## src/rtl/gate_table_sequencer_if.sv

```systemverilog
// Handshake and gate-drive bundle for gate_table_sequencer.
// The master side issues start/abort and returns the gate output; the slave is the sequencer.
interface gate_table_sequencer_if #(
  parameter int unsigned N_IN = 2
) ();
  localparam int unsigned M = 1 << N_IN;

  logic            start;
  logic            abort;
  logic            dut_out;
  logic [N_IN-1:0] dut_in;
  logic            busy;
  logic            done;
  logic            pass;
  logic [N_IN-1:0] fail_minterm;
  logic [M-1:0]    result_vec;

  modport master (
    output start, abort, dut_out,
    input  dut_in, busy, done, pass, fail_minterm, result_vec
  );

  modport slave (
    input  start, abort, dut_out,
    output dut_in, busy, done, pass, fail_minterm, result_vec
  );
endinterface

```

## src/rtl/gate_table_sequencer.sv

```systemverilog
// Steps a combinational gate through every minterm and compares its output with EXPECT.
// Define GATE_SEQ_STOP_ON_FAIL_EN to end the sweep at the first mismatching minterm.
module gate_table_sequencer #(
  parameter int unsigned              N_IN   = 2,
  parameter logic [(1 << N_IN)-1:0]   EXPECT = 4'b1000,
  parameter int unsigned              SETTLE = 1
) (
  input  logic                    clk,
  input  logic                    rst_n,
  gate_table_sequencer_if.slave   seq_if
);

  localparam int unsigned M = 1 << N_IN;

  typedef enum logic [1:0] {StIdle, StWait, StSample, StDone} state_e;

  state_e          state_q;
  logic [N_IN:0]   m_q;
  logic [3:0]      wait_cnt_q;
  logic [N_IN-1:0] dut_in_q;
  logic [N_IN-1:0] fail_minterm_q;
  logic [M-1:0]    result_vec_q;
  logic            busy_q;
  logic            done_q;
  logic            pass_q;

  logic [N_IN-1:0] m_idx;
  logic            mismatch;
  logic            last;
  logic            finish;

  assign m_idx    = m_q[N_IN-1:0];
  assign mismatch = (seq_if.dut_out != EXPECT[m_idx]);
  // m_q is one bit wider than a minterm index, so the last minterm is matched explicitly.
  assign last     = (m_q == (N_IN+1)'(M - 1));

`ifdef GATE_SEQ_STOP_ON_FAIL_EN
  assign finish = last || mismatch;
`else
  assign finish = last;
`endif

  always_ff @(posedge clk or negedge rst_n) begin
    if (!rst_n) begin
      state_q        <= StIdle;
      m_q            <= '0;
      wait_cnt_q     <= '0;
      dut_in_q       <= '0;
      fail_minterm_q <= '0;
      result_vec_q   <= '0;
      busy_q         <= 1'b0;
      done_q         <= 1'b0;
      pass_q         <= 1'b0;
    end else begin
      done_q <= 1'b0;
      unique case (state_q)
        StIdle: begin
          if (seq_if.start) begin
            state_q        <= StWait;
            busy_q         <= 1'b1;
            m_q            <= '0;
            dut_in_q       <= '0;
            wait_cnt_q     <= '0;
            result_vec_q   <= '0;
            pass_q         <= 1'b1;
            fail_minterm_q <= '0;
          end
        end
        StWait: begin
          if (seq_if.abort) begin
            state_q    <= StIdle;
            busy_q     <= 1'b0;
            dut_in_q   <= '0;
            pass_q     <= 1'b0;
            wait_cnt_q <= '0;
          end else begin
            wait_cnt_q <= wait_cnt_q + 4'd1;
            if (wait_cnt_q == 4'(SETTLE - 1)) begin
              state_q <= StSample;
            end
          end
        end
        StSample: begin
          if (seq_if.abort) begin
            state_q    <= StIdle;
            busy_q     <= 1'b0;
            dut_in_q   <= '0;
            pass_q     <= 1'b0;
            wait_cnt_q <= '0;
          end else begin
            result_vec_q[m_idx] <= seq_if.dut_out;
            if (mismatch && pass_q) begin
              pass_q         <= 1'b0;
              fail_minterm_q <= m_idx;
            end
            if (finish) begin
              state_q <= StDone;
              busy_q  <= 1'b0;
              done_q  <= 1'b1;
            end else begin
              state_q    <= StWait;
              m_q        <= m_q + (N_IN+1)'(1);
              dut_in_q   <= m_idx + N_IN'(1);
              wait_cnt_q <= '0;
            end
          end
        end
        StDone: begin
          state_q  <= StIdle;
          dut_in_q <= '0;
        end
        default: state_q <= StIdle;
      endcase
    end
  end

  assign seq_if.dut_in       = dut_in_q;
  assign seq_if.busy         = busy_q;
  assign seq_if.done         = done_q;
  assign seq_if.pass         = pass_q;
  assign seq_if.fail_minterm = fail_minterm_q;
  assign seq_if.result_vec   = result_vec_q;

endmodule

```

## src/flat_wrapper.sv

```systemverilog
// flat-port wrapper written by rule: the top's interface ports become plain ports
module gate_table_sequencer_flat 
#(
  parameter int unsigned              N_IN   = 2,
  parameter logic [(1 << N_IN)-1:0]   EXPECT = 4'b1000,
  parameter int unsigned              SETTLE = 1
)
  (clk, rst_n, seq_if_start, seq_if_abort, seq_if_dut_out, seq_if_dut_in, seq_if_busy, seq_if_done, seq_if_pass, seq_if_fail_minterm, seq_if_result_vec);
  gate_table_sequencer_if #(.N_IN(N_IN)) seq_if_i ();
  input  logic clk;
  input  logic rst_n;
  input wire logic [$bits(seq_if_i.start)-1:0] seq_if_start;
  input wire logic [$bits(seq_if_i.abort)-1:0] seq_if_abort;
  input wire logic [$bits(seq_if_i.dut_out)-1:0] seq_if_dut_out;
  output wire logic [$bits(seq_if_i.dut_in)-1:0] seq_if_dut_in;
  output wire logic [$bits(seq_if_i.busy)-1:0] seq_if_busy;
  output wire logic [$bits(seq_if_i.done)-1:0] seq_if_done;
  output wire logic [$bits(seq_if_i.pass)-1:0] seq_if_pass;
  output wire logic [$bits(seq_if_i.fail_minterm)-1:0] seq_if_fail_minterm;
  output wire logic [$bits(seq_if_i.result_vec)-1:0] seq_if_result_vec;
  assign seq_if_i.start = seq_if_start;
  assign seq_if_i.abort = seq_if_abort;
  assign seq_if_i.dut_out = seq_if_dut_out;
  assign seq_if_dut_in = seq_if_i.dut_in;
  assign seq_if_busy = seq_if_i.busy;
  assign seq_if_done = seq_if_i.done;
  assign seq_if_pass = seq_if_i.pass;
  assign seq_if_fail_minterm = seq_if_i.fail_minterm;
  assign seq_if_result_vec = seq_if_i.result_vec;
  gate_table_sequencer #(.N_IN(N_IN), .EXPECT(EXPECT), .SETTLE(SETTLE)) u_core (.clk(clk), .rst_n(rst_n), .seq_if(seq_if_i));
endmodule
```

## config.mk

```make
export PLATFORM = sky130hd
export DESIGN_NAME = gate_table_sequencer_flat
export DESIGN_NICKNAME = d
export VERILOG_FILES = /design/src/rtl/gate_table_sequencer_if.sv /design/src/rtl/gate_table_sequencer.sv /design/src/flat_wrapper.sv
export SDC_FILE = /design/constraint.sdc
export NUM_CORES = 1
export LEC_CHECK = 0
export BUFFER_PORTS_ARGS = -buffer_cell sky130_fd_sc_hd__clkbuf_2
export CAP_MARGIN = 5
export CORE_MARGIN = 2
export CORE_UTILIZATION = 25
export DETAILED_ROUTE_END_ITERATION = 8
export GPL_TIMING_DRIVEN = 0
export HOLD_SLACK_MARGIN = 0.1
export PLACE_DENSITY_LB_ADDON = 0.05
export SYNTH_ARGS = -nofsm -noshare
export SYNTH_HDL_FRONTEND = slang
export SYNTH_SLANG_ARGS = --single-unit
```

## constraint.sdc

```tcl
create_clock -name clk -period 3.3 [get_ports clk]
set_input_delay 0.165 -clock clk [delete_from_list [all_inputs] [get_ports clk]]
set_output_delay 0.165 -clock clk [all_outputs]
set_load 0.005 [all_outputs]
```

==> out/results.ini, run 1 <==
[die]
ios=16
die_w_um=72.12
start_util_pct=26.28
core_area_um2=4414
die_h_um=72.12
dieArea_um2=5201
rows=24

[power]
ir_worst_vdd_mv=0.2738
clockPowerShare_pct=20.5
p_per_area_nw_per_um2=670.0
intPower_mw=0.5710
power_frac_seq_pct=36.4
p_sw_share_pct=37.56
switching_power_mw=0.3435
combPwrFrac_pct=43.1
finalPower_mw=0.9145
p_leak_nw=0.7171

[cts]
cts_buffer_depth=2
htreeDepth=1
cts_sinks=20
cts_root_buf=clkbuf_8
clk-insertion-delay-late_ns=0.26
clkTransAtPathRegs_ns=0.08
cts_tree=built
ctsResizeCount=0
cts_buffers=3

[routing]
drtIter0Drc=25
postRouteAntennaNets=0
vias=804
drcViolationCount=0
wl_um=2346
wl_per_cell_um=13.11
via_per_inst=4.492
drt_first_pass_iters=4

[global_route]
grt_overflow=0
grt_max_degree=21
grt_first_pass_wirelength_um=3953
first_global_vias=810
grt_antenna_before_repair=0
grt_usage_pct=10.02

[worst_hold_path]
hold_class=input pin to flop
hp-start=seq_if_dut_out

[timing]
setup_viol=0
finalHoldViolCount=0
rsz0062_at_grt=false
min_period_ns=1.790
relSlewSlack_pct=60.62
worst_pin_slew_ns=0.5886
maxSlewViolCount=0
fmax_mhz=558.8
fin_crit_sh_pct=54.23
skew_ns=0.002859
holdWs_ns=0.2490
fin_tns_setup_ns=0

[setup_path]
crit_arrival_ns=1.94
worstSetupStartpoint=u_core.state_q[0]
critPathTopFamily=simple AND/OR/NAND/NOR gates
cp_max_fo=8
cp_cell_sequence=inv_1 > ha_1 > nor2_1 > nor2b_1 > mux2_2
worstReg2RegStart=u_core.state_q[0]
crit_buf_inv=1
cp_data_required_time_ns=3.45
start_kind=flop
worst-setup-path-type=flop to flop
cp_slowest_cell=nor2_1
critPathMaxStageDelay_ns=0.50
crit_path_end_kind=flop

[layout]
final_cell_area_um2=1365
fin_cells=179
layout.nets=145
drive_above_1_share_pct=22.05
diodes=0
syn_to_final_growth_pct=17.69

[synth]
ys_seq_area_share_pct=43.15
synth_nets=124
synth_cell_types=27
synthArstFlopShare_pct=100.0
ys.flop_type=dfrtp_1
yosys.area.top_type=dfrtp_1
synth.most_common_cell=dfrtp_1
synth_common_cells=20 x dfrtp_1, 12 x ha_1, 12 x mux2i_1, 11 x nor2_1, 7 x inv_1
synth_area_um2=1160
synthCells=107
synth-seq-cells=20
syn_area_per_cell_um2=10.84
yosys_warnings=0
synth_edf_count=0
synthTopCellsByArea=dfrtp_1 43%, ha_1 13%, mux2i_1 10%
yosys.area.top_type_share_pct=43.15

[place]
gp_congestion=0.7032
placed_cells=174
hpwl_um=1807
place_area_um2=1300
port_buffers=15

[flow_run]
drv_cap=0

[status]
status=completed

==> registers in the layout (all words and copies together), names as in the netlist <==
signal / count
u_core.seq_if.done: 1
u_core.seq_if.result_vec: 4
u_core.m_q: 3
u_core.seq_if.pass: 1
u_core.state_q: 2
u_core.seq_if.fail_minterm: 2
u_core.seq_if.busy: 1
u_core.seq_if.dut_in: 2
u_core.wait_cnt_q: 4
==> worst reg2reg max path, stage by stage, from the launching register on <==
cell	delay [ns]
dfrtp_1	0.39
inv_1	0.10
ha_1	0.30
nor2_1	0.51
nor2b_1	0.10
mux2_2	0.28
==> metal layers <==
metal  share of wire (%)  vias to the layer above  global-route usage [%]
met5                   0                        -                       0
met4                0.85                        0                   2.516
met3                 3.9                        2                   3.472
met2                  45                       13                   15.09
met1                  50                      387                   13.77
li1                    -                      402                       -
==> final cells by class <==
class                      instances  area, um^2
inverter                           7       26.28
tap                               52       65.06
clock buffer                       4       55.05
timing repair buffer              16       85.08
sequential                        20       500.5
fill                             470        3049
multi-input combinational         80       633.1
==> kinds of logic after synthesis <==
group / share of synthesized area, %
simple gates: 20.28
flops: 43.15
mux: 14.24
fa+ha+maj: 12.94
xor+xnor: 0.7553
compound gates: 6.365
buf+inv: 2.266
==> final timing paths <==
| path | slack (ns) | end | depth (start not counted) |
|---|---|---|---|
| setup / recovery | 1.51 | u_core.m_q[2] | 5 |
| hold / removal | 0.25 | u_core.seq_if.result_vec[2] | 3 |
| setup reg to reg | 1.51 | u_core.m_q[2] | 5 |
| hold reg to reg | 0.49 | u_core.seq_if.dut_in[0] | 1 |
| max in group asynchronous | 2.54 | u_core.seq_if.done | 2 |
| min in group asynchronous | 0.42 | u_core.state_q[1] | 2 |
==> metrics by stage <==
step | worst slack (ns) | utilization (%)
6_report | 1.510 | 30.92
5_1_grt | 1.363 | 30.92
4_1_cts | 1.489 | 30.92
3_5_place_dp | 1.507 | 29.45
3_3_place_gp | 1.525 | 29.45
2_1_floorplan | 1.699 | -
==> power groups by stage <==
stage          combinational [mW]  clock [mW]  sequential (mW)
2_1_floorplan               0.295           0            0.332
3_3_place_gp                0.404           0            0.337
3_5_place_dp                0.401           0            0.339
4_1_cts                     0.404       0.206            0.335
5_1_grt                     0.447       0.214            0.341
6_report                    0.394       0.188            0.333
==> repair_timing <==
item / 4_1_cts / 5_1_grt
hold endpoints to repair: 20 / 0
hold buffers: 1 / 0
setup buffers: 0 / 0
endpoints found under the setup margin: 0 / 0
==> cell usage in the layout (no fill, tap or decap), types with 2 or more instances in the layout <==
cell / instances
ha_1: 12
nor2_1: 11
clkbuf_8: 4
a21oi_1: 2
nand2_1: 5
nand3_1: 6
mux2_2: 2
mux2i_1: 12
nor3_4: 2
and2b_2: 2
mux2_1: 2
o2bb2ai_1: 2
inv_1: 7
o21ai_0: 4
clkbuf_2: 15
dfrtp_1: 20
nand2b_1: 4
nor2b_1: 3
No activity file was read; power rests on OpenSTA's default activity.
==> run 2: changes to the inputs <==
==> constraint.sdc (replaced) <==
create_clock -name clk -period 1.6 [get_ports clk]
set_input_delay 0.08 -clock clk [delete_from_list [all_inputs] [get_ports clk]]
set_output_delay 0.08 -clock clk [all_outputs]
set_load 0.005 [all_outputs]
==> run 2 against run 1 <==
Effect of this change: non-clock buffer count up 14; clock power up 110%; highest routed layer unchanged; critical path depth unchanged; cell area up 14%.
==> out/results.ini, run 2 (synthesis results as in run 1) <==
[setup_path]
start_kind=flop
worstReg2RegStart=u_core.state_q[0]
cp_slowest_cell=dfrtp_1
crit_path_end_kind=flop
critPathMaxStageDelay_ns=0.41
cp_data_required_time_ns=1.75
reg2reg_to=u_core.seq_if.dut_in[0]
rrSetupSlack_ns=0.02
cp_max_fo=3
r2r_cells=5
worst-setup-path-type=flop to flop
critPathTopFamily=simple AND/OR/NAND/NOR gates
crit_buf_inv=1
crit_arrival_ns=1.73
cp_cell_sequence=buf_6 > ha_4 > and2b_2 > nor3_4 > mux2_4

[global_route]
top_usage_layer=met2
grt_overflow=0
grt_first_pass_wirelength_um=4284
grt_max_degree=21
grt_usage_pct=10.81
grtUsageMet2_pct=16.31
global_route.usage.met1_pct=15.06
first_global_vias=867
grt_antenna_before_repair=0
grt_use_met3_pct=3.472

[layout]
diodes=0
layout_common_cells=19 x dfrtp_1, 15 x clkbuf_2, 13 x buf_4, 12 x mux2i_1, 10 x nor2_1
final_cell_area_um2=1551
fin_cells=193
multi_input_area_um2=709.4
drive_above_1_share_pct=37.59
regArea_um2=501.7
final.fill_count=456
syn_to_final_growth_pct=33.77
layout.nets=159
final_common_cell=dfrtp_1

[timing]
worst_slack_ns=0.01664
relSlewSlack_pct=63.45
maxSlewViolCount=0
setup_viol=0
skew_ns=0.0009667
finalHoldViolCount=0
fin_crit_sh_pct=98.96
fmax_mhz=631.6
rsz0062_at_grt=true
min_period_ns=1.583
worst_pin_slew_ns=0.5483

[place]
placed_cells=174
post-place-ws_ns=-0.1802
hpwl_um=1853
port_buffers=15
place_area_um2=1303
gp_congestion=0.6837

[routing]
wl_um=2603
vias=860
drcViolationCount=0
postRouteAntennaNets=0
wl_per_cell_um=13.49
drtIter0Drc=11
drt_first_pass_iters=4
via_per_inst=4.456

[die]
start_util_pct=26.28
die_w_um=72.12
core_area_um2=4414
dieArea_um2=5201
die_h_um=72.12
rows=24
ios=16

[worst_hold_path]
hp-start=seq_if_dut_out
whs_endpoint=u_core.seq_if.result_vec[0]
hold_depth=3
hold_class=input pin to flop

[cts]
cts_buffers=3
cts_buffer_depth=2
clk-insertion-delay-late_ns=0.26
cts_root_buf=clkbuf_8
cts_sinks=20
cts_tree=built
htreeDepth=1
clkTransAtPathRegs_ns=0.08

[status]
status=completed

[power]
p_leak_nw=0.7996
ir_worst_vdd_mv=0.4613
p_per_area_nw_per_um2=1464
finalPower_mw=2.271

[flow_run]
drv_cap=0

## run 2: how the worst max path moves through the flow
stage	from	end	slack, ns	depth (start not counted)
global placement	u_core.state_q[1]	u_core.m_q[2]	-0.17	6
CTS	u_core.state_q[1]	u_core.seq_if.fail_minterm[1]	-0.0006	6
detailed placement	u_core.state_q[0]	u_core.m_q[2]	-0.18	6
finish	u_core.state_q[0]	u_core.seq_if.dut_in[0]	0.02	5
floorplan	u_core.state_q[0]	u_core.m_q[2]	0.009	5
global route	u_core.state_q[0]	u_core.seq_if.fail_minterm[0]	-0.08	6
## run 2: per-layer routing
| layer | up-vias | part of all wire [%] | routed length [um] |
|---|---|---|---|
| met5 | - | 0 | 0 |
| met3 | 2 | 3.4 | 89 |
| met1 | 414 | 50 | 1302 |
| met2 | 9 | 46 | 1193 |
| li1 | 435 | - | - |
| met4 | 0 | 0.65 | 17 |
## run 2: power breakdown
group | switching (mW) | internal [mW] | leakage [nW]
clock | 0.172 | 0.219 | 0.0288
combinational | 0.592 | 0.608 | 0.503
sequential | 0.0700 | 0.610 | 0.268
## run 2: repair_timing
item | 4_1_cts | 5_1_grt
cloned | 0 | 0
endpoints found under the setup margin | 11 | 12
resized for setup | 10 | 10
hold buffers | 1 | 0
pin swaps | 1 | 5
hold endpoints to repair | 20 | 0
buffers inserted | 7 | 7
## run 2: through the flow
stage	utilization [%]	hold slack [ns]	TNS, ns
global placement	29.51	0.08047	-0.9230
floorplan	-	-0.2156	0
detailed placement	29.51	0.1025	-0.9530
CTS	33.02	0.1582	-0.0005816
global route	35.15	0.1846	-0.2153
finish	35.15	0.1556	0
## run 2: layout make-up
cell class	instances	share of cell area, %
Multi-Input combinational cell	80	45.73
Sequential cell	20	32.34
Timing Repair Buffer	30	12.50
Tap cell	52	4.194
Clock buffer	4	3.548
Inverter	7	1.694
## run 2: worst min-delay path, delay by kind of cell
kind / cells / cell delay [ns]
buffers and inverters: 1 / 0.14
AND/OR/NAND/NOR: 1 / 0.08
multiplexers: 1 / 0.08
